$ cat config.mk
export PLATFORM = sky130hd
export DESIGN_NAME = bcd_counter_ndigit
export DESIGN_NICKNAME = d
export VERILOG_FILES = /design/src/rtl/bcd_counter_ndigit.sv
export SDC_FILE = /design/constraint.sdc
export NUM_CORES = 1
export LEC_CHECK = 0
export ABC_AREA = 1
export BUFFER_PORTS_ARGS = -buffer_cell sky130_fd_sc_hd__clkbuf_2
export CORE_UTILIZATION = 50
export DETAILED_ROUTE_END_ITERATION = 16
export GPL_ROUTABILITY_DRIVEN = 0
export PLACE_DENSITY = 0.79
export SYNTH_ARGS = -nofsm -noshare
export SYNTH_HDL_FRONTEND = slang
export SYNTH_SLANG_ARGS = --single-unit
$ cat constraint.sdc
create_clock -name clk -period 1.3 [get_ports clk]
set_input_delay 0.13 -clock clk [delete_from_list [all_inputs] [get_ports clk]]
set_output_delay 0.13 -clock clk [all_outputs]
set_load 0.005 [all_outputs]
$ cat src/rtl/bcd_counter_ndigit.sv
// Multi-digit BCD up/down counter with load, cascade tc and wrap flag.
// Chain instances by feeding tc into the next instance's en.
module bcd_counter_ndigit #(
   parameter int DIGITS      = 2,
   parameter bit STICKY_WRAP = 1'b1
) (
   input  logic                  clk,
   input  logic                  rst,
   input  logic                  en,
   input  logic                  up_dn,
   input  logic                  load,
   input  logic [4*DIGITS-1:0]   load_val,
   input  logic                  wrap_clr,
   output logic [4*DIGITS-1:0]   cnt,
   output logic                  tc,
   output logic                  wrap,
   output logic                  ld_err
);

   logic [4*DIGITS-1:0] cnt_q, cnt_d;
   logic                wrap_q, wrap_d;
   logic                lderr_q, lderr_d;

   logic [4*DIGITS-1:0] step;
   logic [4*DIGITS-1:0] clamped;
   logic                all9, all0;
   logic                carry;
   logic                bad;
   logic [3:0]          dig;

   always_comb begin
      all9    = 1'b1;
      all0    = 1'b1;
      carry   = 1'b1;
      bad     = 1'b0;
      dig     = '0;
      step    = cnt_q;
      clamped = load_val;
      for (int i = 0; i < DIGITS; i++) begin
         dig = cnt_q[4*i +: 4];
         if (dig != 4'd9) all9 = 1'b0;
         if (dig != 4'd0) all0 = 1'b0;
         // carry/borrow ripples only through saturated digits
         if (carry) begin
            if (up_dn) begin
               if (dig == 4'd9) begin
                  step[4*i +: 4] = 4'd0;
               end else begin
                  step[4*i +: 4] = dig + 4'd1;
                  carry          = 1'b0;
               end
            end else begin
               if (dig == 4'd0) begin
                  step[4*i +: 4] = 4'd9;
               end else begin
                  step[4*i +: 4] = dig - 4'd1;
                  carry          = 1'b0;
               end
            end
         end
         if (load_val[4*i +: 4] > 4'd9) begin
            clamped[4*i +: 4] = 4'd9;
            bad               = 1'b1;
         end
      end
   end

   assign tc = en & ~load & (up_dn ? all9 : all0);

   always_comb begin
      cnt_d   = cnt_q;
      lderr_d = load & bad;
      if (load) begin
         cnt_d = clamped;
      end else if (en) begin
         cnt_d = step;
      end
      if (STICKY_WRAP) begin
         // a new wrap beats a coincident clear
         if (tc) begin
            wrap_d = 1'b1;
         end else if (wrap_clr) begin
            wrap_d = 1'b0;
         end else begin
            wrap_d = wrap_q;
         end
      end else begin
         wrap_d = tc;
      end
   end

   always_ff @(posedge clk or negedge rst) begin
      if (!rst) begin
         cnt_q   <= '0;
         wrap_q  <= 1'b0;
         lderr_q <= 1'b0;
      end else begin
         cnt_q   <= cnt_d;
         wrap_q  <= wrap_d;
         lderr_q <= lderr_d;
      end
   end

   assign cnt    = cnt_q;
   assign wrap   = wrap_q;
   assign ld_err = lderr_q;

endmodule

Word level (Yosys, flattened, before mapping)

Cells that the tools add are included.

Register bits: 10
Bits in latches: 0
Memory bits (writable): 0
Bits in read-only memories: 0
Bits of input ports: 14
Output and inout port bits: 11
Memories: 0

Add/sub/neg operators: 4
$mul: 0
Div/mod/pow operators: 0
$lt $le $gt $ge: 2
Equal/unequal tests: 4
Shifts and indexed selects: 0
Muxes and demuxes: 23
Bitwise logic cells: 4
Reductions and logical operators: 8

Operator list:

| kind                                              | number |
|---|---|
| two-way mux 4 bit                                 | 9 |
| two-way mux 8 bit                                 | 2 |
| two-way mux 1 bit                                 | 12 |
| adder 4 x 1 -> 4 bit (second input constant)      | 2 |
| equality test 4 bit (second input constant)       | 2 |
| > comparator 4 bit (second input constant)        | 2 |
| zero test 4 bit                                   | 2 |
| != test 4 bit (second input constant)             | 2 |
| nonzero test 4 bit                                | 2 |
| subtractor 4 x 1 -> 4 bit (second input constant) | 2 |
| nonzero test 2 bit                                | 3 |
| bitwise AND 1 bit                                 | 3 |
| AND reduction 2 bit                               | 1 |
| NOT 1 bit                                         | 1 |

Longest topological paths before layout

Gate-level depths: netlist (run 1).

Depth after elaboration: 6
Depth in mapped cells: 9

Worst setup path after synthesis (run 1)

No wires, ideal clock.

Path type: flip-flop to output port
Start point: register cnt_q[5] (netlist: cnt[5])
End point: output tc
Arrival time: 1073 ps
Data required time: 1170 ps
Path slack: 97 ps
Stages on the path, launching flop included: 7
Cell sequence: dfrtp_1 -> nor2_1 -> nand3_1 -> or2_1 -> nand2_1 -> nand2_2 -> inv_1

Cells in the longest elaborated chain, start to end: 4
Elaborated cells between the ends (all ways): 6
Those cells by class: eq/ne (1); mux (3); bitwise (1); reduce/logical (1)

Ends and longest elaborated chain:

| item                                                       | line   | text |
|---|---|---|
| from (decl)                                                | 20     | `logic [4*DIGITS-1:0] cnt_q, cnt_d;` |
| from (signal assigned)                                     | 98     | `cnt_q <= cnt_d;` |
| != test 4 bit / nonzero test 4 bit (equally long branches) | 41, 42 |  |
| two-way mux 1 bit, on equally long branches                | 41, 42 |  |
| two-way mux 1 bit *                                        | 68     | `assign tc = en & ~load & (up_dn ? all9 : all0);` |
| bitwise AND 1 bit *                                        | 68     |  |
| to (decl)                                                  | 15     | `output logic tc,` |

Every way passes the cells marked *; elsewhere a longest branch is shown, timed or not.

Worst setup path in the final report (run 1)

Ends and elaborated chain as after synthesis.

==> results of run 1 <==
## flip-flops by register name, indices dropped and copies added (netlist names)
name and cells:
wrap 1, ld_err 1, cnt 8
## report_power, final
part / internal, mW / switching (mW) / total [mW]
clock: 0.170 / 0.116 / 0.286
sequential: 0.358 / 0.0533 / 0.412
combinational: 0.338 / 0.429 / 0.766
total: 0.866 / 0.598 / 1.46
## path summary, 6_finish.rpt
path                                from     end  slack [ns]
worst max-delay path              cnt[5]      tc       -0.33
worst min-delay path            wrap_clr    wrap        0.03
worst max register to register    cnt[5]    wrap       -0.13
worst min register to register      wrap    wrap        0.52
max in group asynchronous            rst  cnt[1]        0.81
min in group asynchronous            rst  cnt[7]        0.26
## metal layers
| metal | GRT usage | share of wire |
|---|---|---|
| met5 | 0 | 0 |
| met4 | 0.1375 | 0.0064 |
| met3 | 0.02979 | 0.058 |
| met2 | 0.4697 | 0.52 |
| met1 | 0.3548 | 0.41 |
## cell type report
class,count,area [um2],share of cell area
multi-input cells,106,558.0,0.4473
repair buffers,46,299.0,0.2397
flip-flops and latches,10,251.5,0.2016
inverters,20,82.58,0.06620
clock buffers,4,36.28,0.02909
well taps,16,20.02,0.01605
## cells in the mapped netlist (all sizes together)
master / number / area share
a21oi: 3 / 0.018
buf: 1 / 0.014
dfrtp: 10 / 0.30
inv: 20 / 0.090
nand2: 48 / 0.23
nand3: 22 / 0.14
nand4: 1 / 0.0075
nor2: 17 / 0.098
o211ai: 1 / 0.0090
o21a: 1 / 0.0090
o21ai: 10 / 0.065
o22ai: 1 / 0.0075
or2: 2 / 0.015
## stage by stage
step | area, um2 | setup slack, ns | util | cells | setup TNS [ns]
after floorplan | 832.0 | 0.09654 | - | 137 | 0
after global placement | 1066 | 0.03541 | 0.6995 | 190 | 0
after detailed placement | 1066 | 0.03243 | 0.6995 | 190 | 0
after CTS | 1156 | -0.2280 | 0.7586 | 200 | -0.2400
after global routing | 1247 | -0.3870 | 0.8186 | 202 | -1.005
final | 1247 | -0.3263 | 0.8186 | 202 | -0.6059
## cells by family (layout without fill, tap and decap cells)
group / after synthesis / count (layout) / share of synthesized area
DFF: 10 / 10 / 0.3008
and+or+nand+nor: 90 / 90 / 0.4872
AOI/OAI and AO/OA: 16 / 16 / 0.1083
buffers and inverters: 21 / 70 / 0.1038
## worst max-delay path: cells and delay by family, from the launching register on
kind,cells,cell delay [ns]
buf+inv,2,0.16
flops,1,0.43
simple gates,5,0.65
## what timing repair did
action                                  in CTS  in global routing
hold buffers                                 1                  0
pin swaps                                    5                 14
setup buffers                                5                  4
resized for setup                            3                 26
hold endpoints to repair                    10                  0
endpoints found under the setup margin       1                  9
==> flow_summary.yaml, run 1 <==
logic_synthesis:
  yosysSeqAreaShare: 0.3008
  synth.avg_cell_area_um2: 6.073
  synth-seq-cells: 10
  syn-cell-area_um2: 832.0
  syn-num-nets: 151
  yosysUniqueCellTypes: 21
  ys_warn_count: 0
  syn_inst: 137
floorplanning:
  initial_core_util: 0.5460
  fp.dieW_um: 42.80
  fp.dieH_um: 42.80
  die_area_um2: 1831
  core-area_um2: 1524
  rows: 14
  pin_count: 25
min_path:
  holdPathStages: 2
  hp-class: "in2reg"
drt:
  wl_um: 2660
  detail_route.iter0.violations: 40
  drtPass1Iterations: 5
  vias: 1092
  drcViolationCount: 0
  vias_per_cell: 5.406
  routedWlPerCell_um: 13.17
  postRouteAntennaNets: 0
power_and_ir_drop:
  power_leakage_nw: 0.7044
  finalPower_mw: 1.464
  p_per_area_nw_per_um2: 1174
  vdd_ir_drop_max_mv: 0.9390
clock_tree:
  h-tree-depth: 1
  clock_sinks: 10
  clk_pin_slew_ns: 0.07
  root_buffer: "clkbuf_4"
  numCtsBuffers: 3
  insertion_delay_ns: 0.27
  clockBufferDepth: 2
  cts_tree: "yes"
worst_setup_path:
  crit_path_max_fanout: 3
  crit_chain: "nor2_2, nand3_1, or2_1, nand2_1, nand2_2, inv_2, clkbuf_2"
  crit_type: "reg2out"
  max_stage_delay_ns: 0.43
  crit_slowest_cell: "dfrtp_1"
  worst_setup_path_start_kind: "register"
  critPathRequiredTime_ns: 1.17
  cp.arrival_ns: 1.50
  crit_path_end_kind: "output pin"
  reg2regPathDepth: 8
timing:
  hold_slack_ns: 0.02742
  period_minus_slack_ns: 1.626
  period_share: 1.251
  hold_viol_final: 0
  worst_slew_pin_slew_ns: 0.3249
  max_clock_freq_mhz: 614.9
  finalSetupViolations: 6
  slew_headroom: 0.7826
  rsz0062_at_grt: "yes"
  report.final.slew_viol_count: 0
  setup_slack_ns: -0.3263
  skew_ns: 0.005774
global_routing:
  first_global_vias: 965
  grt_max_degree: 11
  grt.total_usage: 0.2804
  gr-total-overflow: 0
  grt_first_pass_wirelength_um: 3912
  grt_antenna_before_repair: 0
status:
  status: "finished with violations"
  violations: "negative setup slack"
finish:
  fillers: 99
  layout_common_cells: "nand2_1 (42), clkbuf_2 (24), buf_4 (18), nand3_1 (17), inv_1 (10)"
  drive_above_1_share: 0.4301
  syn2layout_area_growth_pct: 49.93
  layout_commonest_cell: "nand2_1"
  num-nets-final: 201
  diodes: 0
job:
  drv_cap: 0
placed_design:
  io_buffers: 24
  hpwl_um: 1711
Note: power is estimated with default switching activity, not from simulation.
==> run 2, diff against run 1 <==
==> constraint.sdc (replaced) <==
create_clock -name clk -period 1.3 [get_ports clk]
set_input_delay 0.195 -clock clk [delete_from_list [all_inputs] [get_ports clk]]
set_output_delay 0.195 -clock clk [all_outputs]
set_load 0.005 [all_outputs]
==> run 2 against run 1 <==
Clock power shrank 4%. Via count is 2.6% lower. Final cell count up 0.50%. Largest cell class unchanged. Critical endpoint unchanged. The flow still finishes with violations (negative setup slack). Worst hold slack improved by 0.072 ns. Sequential share of layout area grew 0.87 points.
==> flow_summary.yaml, run 2 (synthesized netlist as in run 1, its figures left out) <==
worst_setup_path:
  worst_setup_path_start_kind: "register"
  critPathRequiredTime_ns: 1.11
  crit_path_end_kind: "output pin"
  crit_path_max_fanout: 3
  crit_type: "reg2out"
  cp.arrival_ns: 1.41
  rrSetupSlack_ns: 0.02
clock_tree:
  cts_tree: "yes"
  postCtsSetupRepairBufs: 0
  root_buffer: "clkbuf_4"
  clk_pin_slew_ns: 0.07
  clock_sinks: 10
  h-tree-depth: 1
  insertion_delay_ns: 0.26
  numCtsBuffers: 3
  clockBufferDepth: 2
drt:
  wl_um: 2371
  detail_route.iter0.violations: 24
  drtPass1Iterations: 4
  postRouteAntennaNets: 0
  drcViolationCount: 0
  vias: 1064
  vias_per_cell: 5.241
  routedWlPerCell_um: 11.68
timing:
  slew_headroom: 0.8244
  period_share: 1.235
  finalSetupViolations: 1
  period_minus_slack_ns: 1.605
  worst_slew_pin_slew_ns: 0.2635
  setup_slack_ns: -0.3049
  report.final.slew_viol_count: 0
  skew_ns: 0.009742
  hold_slack_ns: 0.09948
  rsz0062_at_grt: "yes"
  max_clock_freq_mhz: 623.1
  hold_viol_final: 0
finish:
  multi_input_area_um2: 513.0
  fillers: 113
  largest_reg_flops: 8
  utilization: 0.7808
  layout_commonest_cell: "nand2_1"
  regArea_um2: 250.2
  num-nets-final: 202
  syn2layout_area_growth_pct: 43.01
  layout_common_cells: "nand2_1 (43), clkbuf_2 (24), buf_4 (22), nand3_1 (20), inv_1 (15)"
  drive_above_1_share: 0.3743
  diodes: 0
power_and_ir_drop:
  power_leakage_nw: 0.6982
  vdd_ir_drop_max_mv: 0.6970
  finalPower_mw: 1.339
  p_per_area_nw_per_um2: 1126
floorplanning:
  fp.dieH_um: 42.80
  rows: 14
  initial_core_util: 0.5460
  fp.dieW_um: 42.80
  core-area_um2: 1524
  die_area_um2: 1831
  pin_count: 25
status:
  status: "finished with violations"
  violations: "negative setup slack"
job:
  drv_cap: 0
global_routing:
  grt_first_pass_wirelength_um: 3698
  first_global_vias: 945
  grt_antenna_before_repair: 0
  grt_max_degree: 11
  use_met2: 0.4576
  use_met3: 0.02979
  grt_busiest_layer: "met2"
  grt.total_usage: 0.2663
  gr-total-overflow: 0
  grt_use_met1: 0.3342
placed_design:
  io_buffers: 24
  hpwl_um: 1822
min_path:
  hp-class: "in2reg"
## run 2: changes by cell type in the layout (fill, tap and decap cells not counted), moves of 2 or more
cell	delta
nand3_1	+3
buf_4	+4
inv_1	+5
buf_6	-3
nand3_2	-3
nor2_2	+3
nor2_4	-4
inv_4	-3
inv_2	-2
## run 2: final cells by class
class / count / area share
timing repair buffer: 47 / 0.2482
clock buffer: 4 / 0.03049
tap: 16 / 0.01682
sequential: 10 / 0.2103
inverter: 20 / 0.06309
multi-input combinational: 106 / 0.4311
## run 2: metrics by stage
step / TNS [ns] / instance area, um2 / setup WS [ns] / instances
CTS: -0.2962 / 1177 / -0.2962 / 203
floorplan: 0 / 832.0 / 0.03154 / 137
global placement: 0 / 1126 / 0.01458 / 198
detailed placement: -0.002381 / 1126 / -0.002381 / 198
finish: -0.3049 / 1190 / -0.3049 / 203
global route: -0.5370 / 1190 / -0.3770 / 203
## run 2: critical path, cell delays in order (launching register included)
cell and delay, ns:
dfrtp_1 0.41, nor2_2 0.14, nand3_2 0.10, or2_1 0.23, nand2_1 0.08, nand2_2 0.05
inv_1 0.05, clkbuf_2 0.10
## run 2: path summary, 6_finish.rpt
path	startpoint	endpoint	cells after the start
hold reg to reg	wrap	wrap	2
max in group asynchronous	rst	cnt[2]	2
hold / removal	wrap_clr	wrap	2
setup / recovery	cnt[2]	tc	7
min in group asynchronous	rst	cnt[4]	2
setup reg to reg	cnt[1]	cnt[1]	8
## run 2: report_power, final
group	switching (mW)	internal [mW]	total (mW)
registers	0.0387	0.358	0.396
clock network	0.104	0.170	0.274
logic	0.367	0.302	0.669
## run 2: repair_timing
action	CTS	global route
hold buffers	1	0
hold endpoints to repair	10	0
resized for setup	2	5
pin swaps	0	2
endpoints found under the setup margin	1	8
## run 2: per-layer routing
metal  vias up  share of wire
li1        536              -
met1       476           0.44
met2        46           0.50
met3         6          0.055
met4         0          0.012
met5         -              0
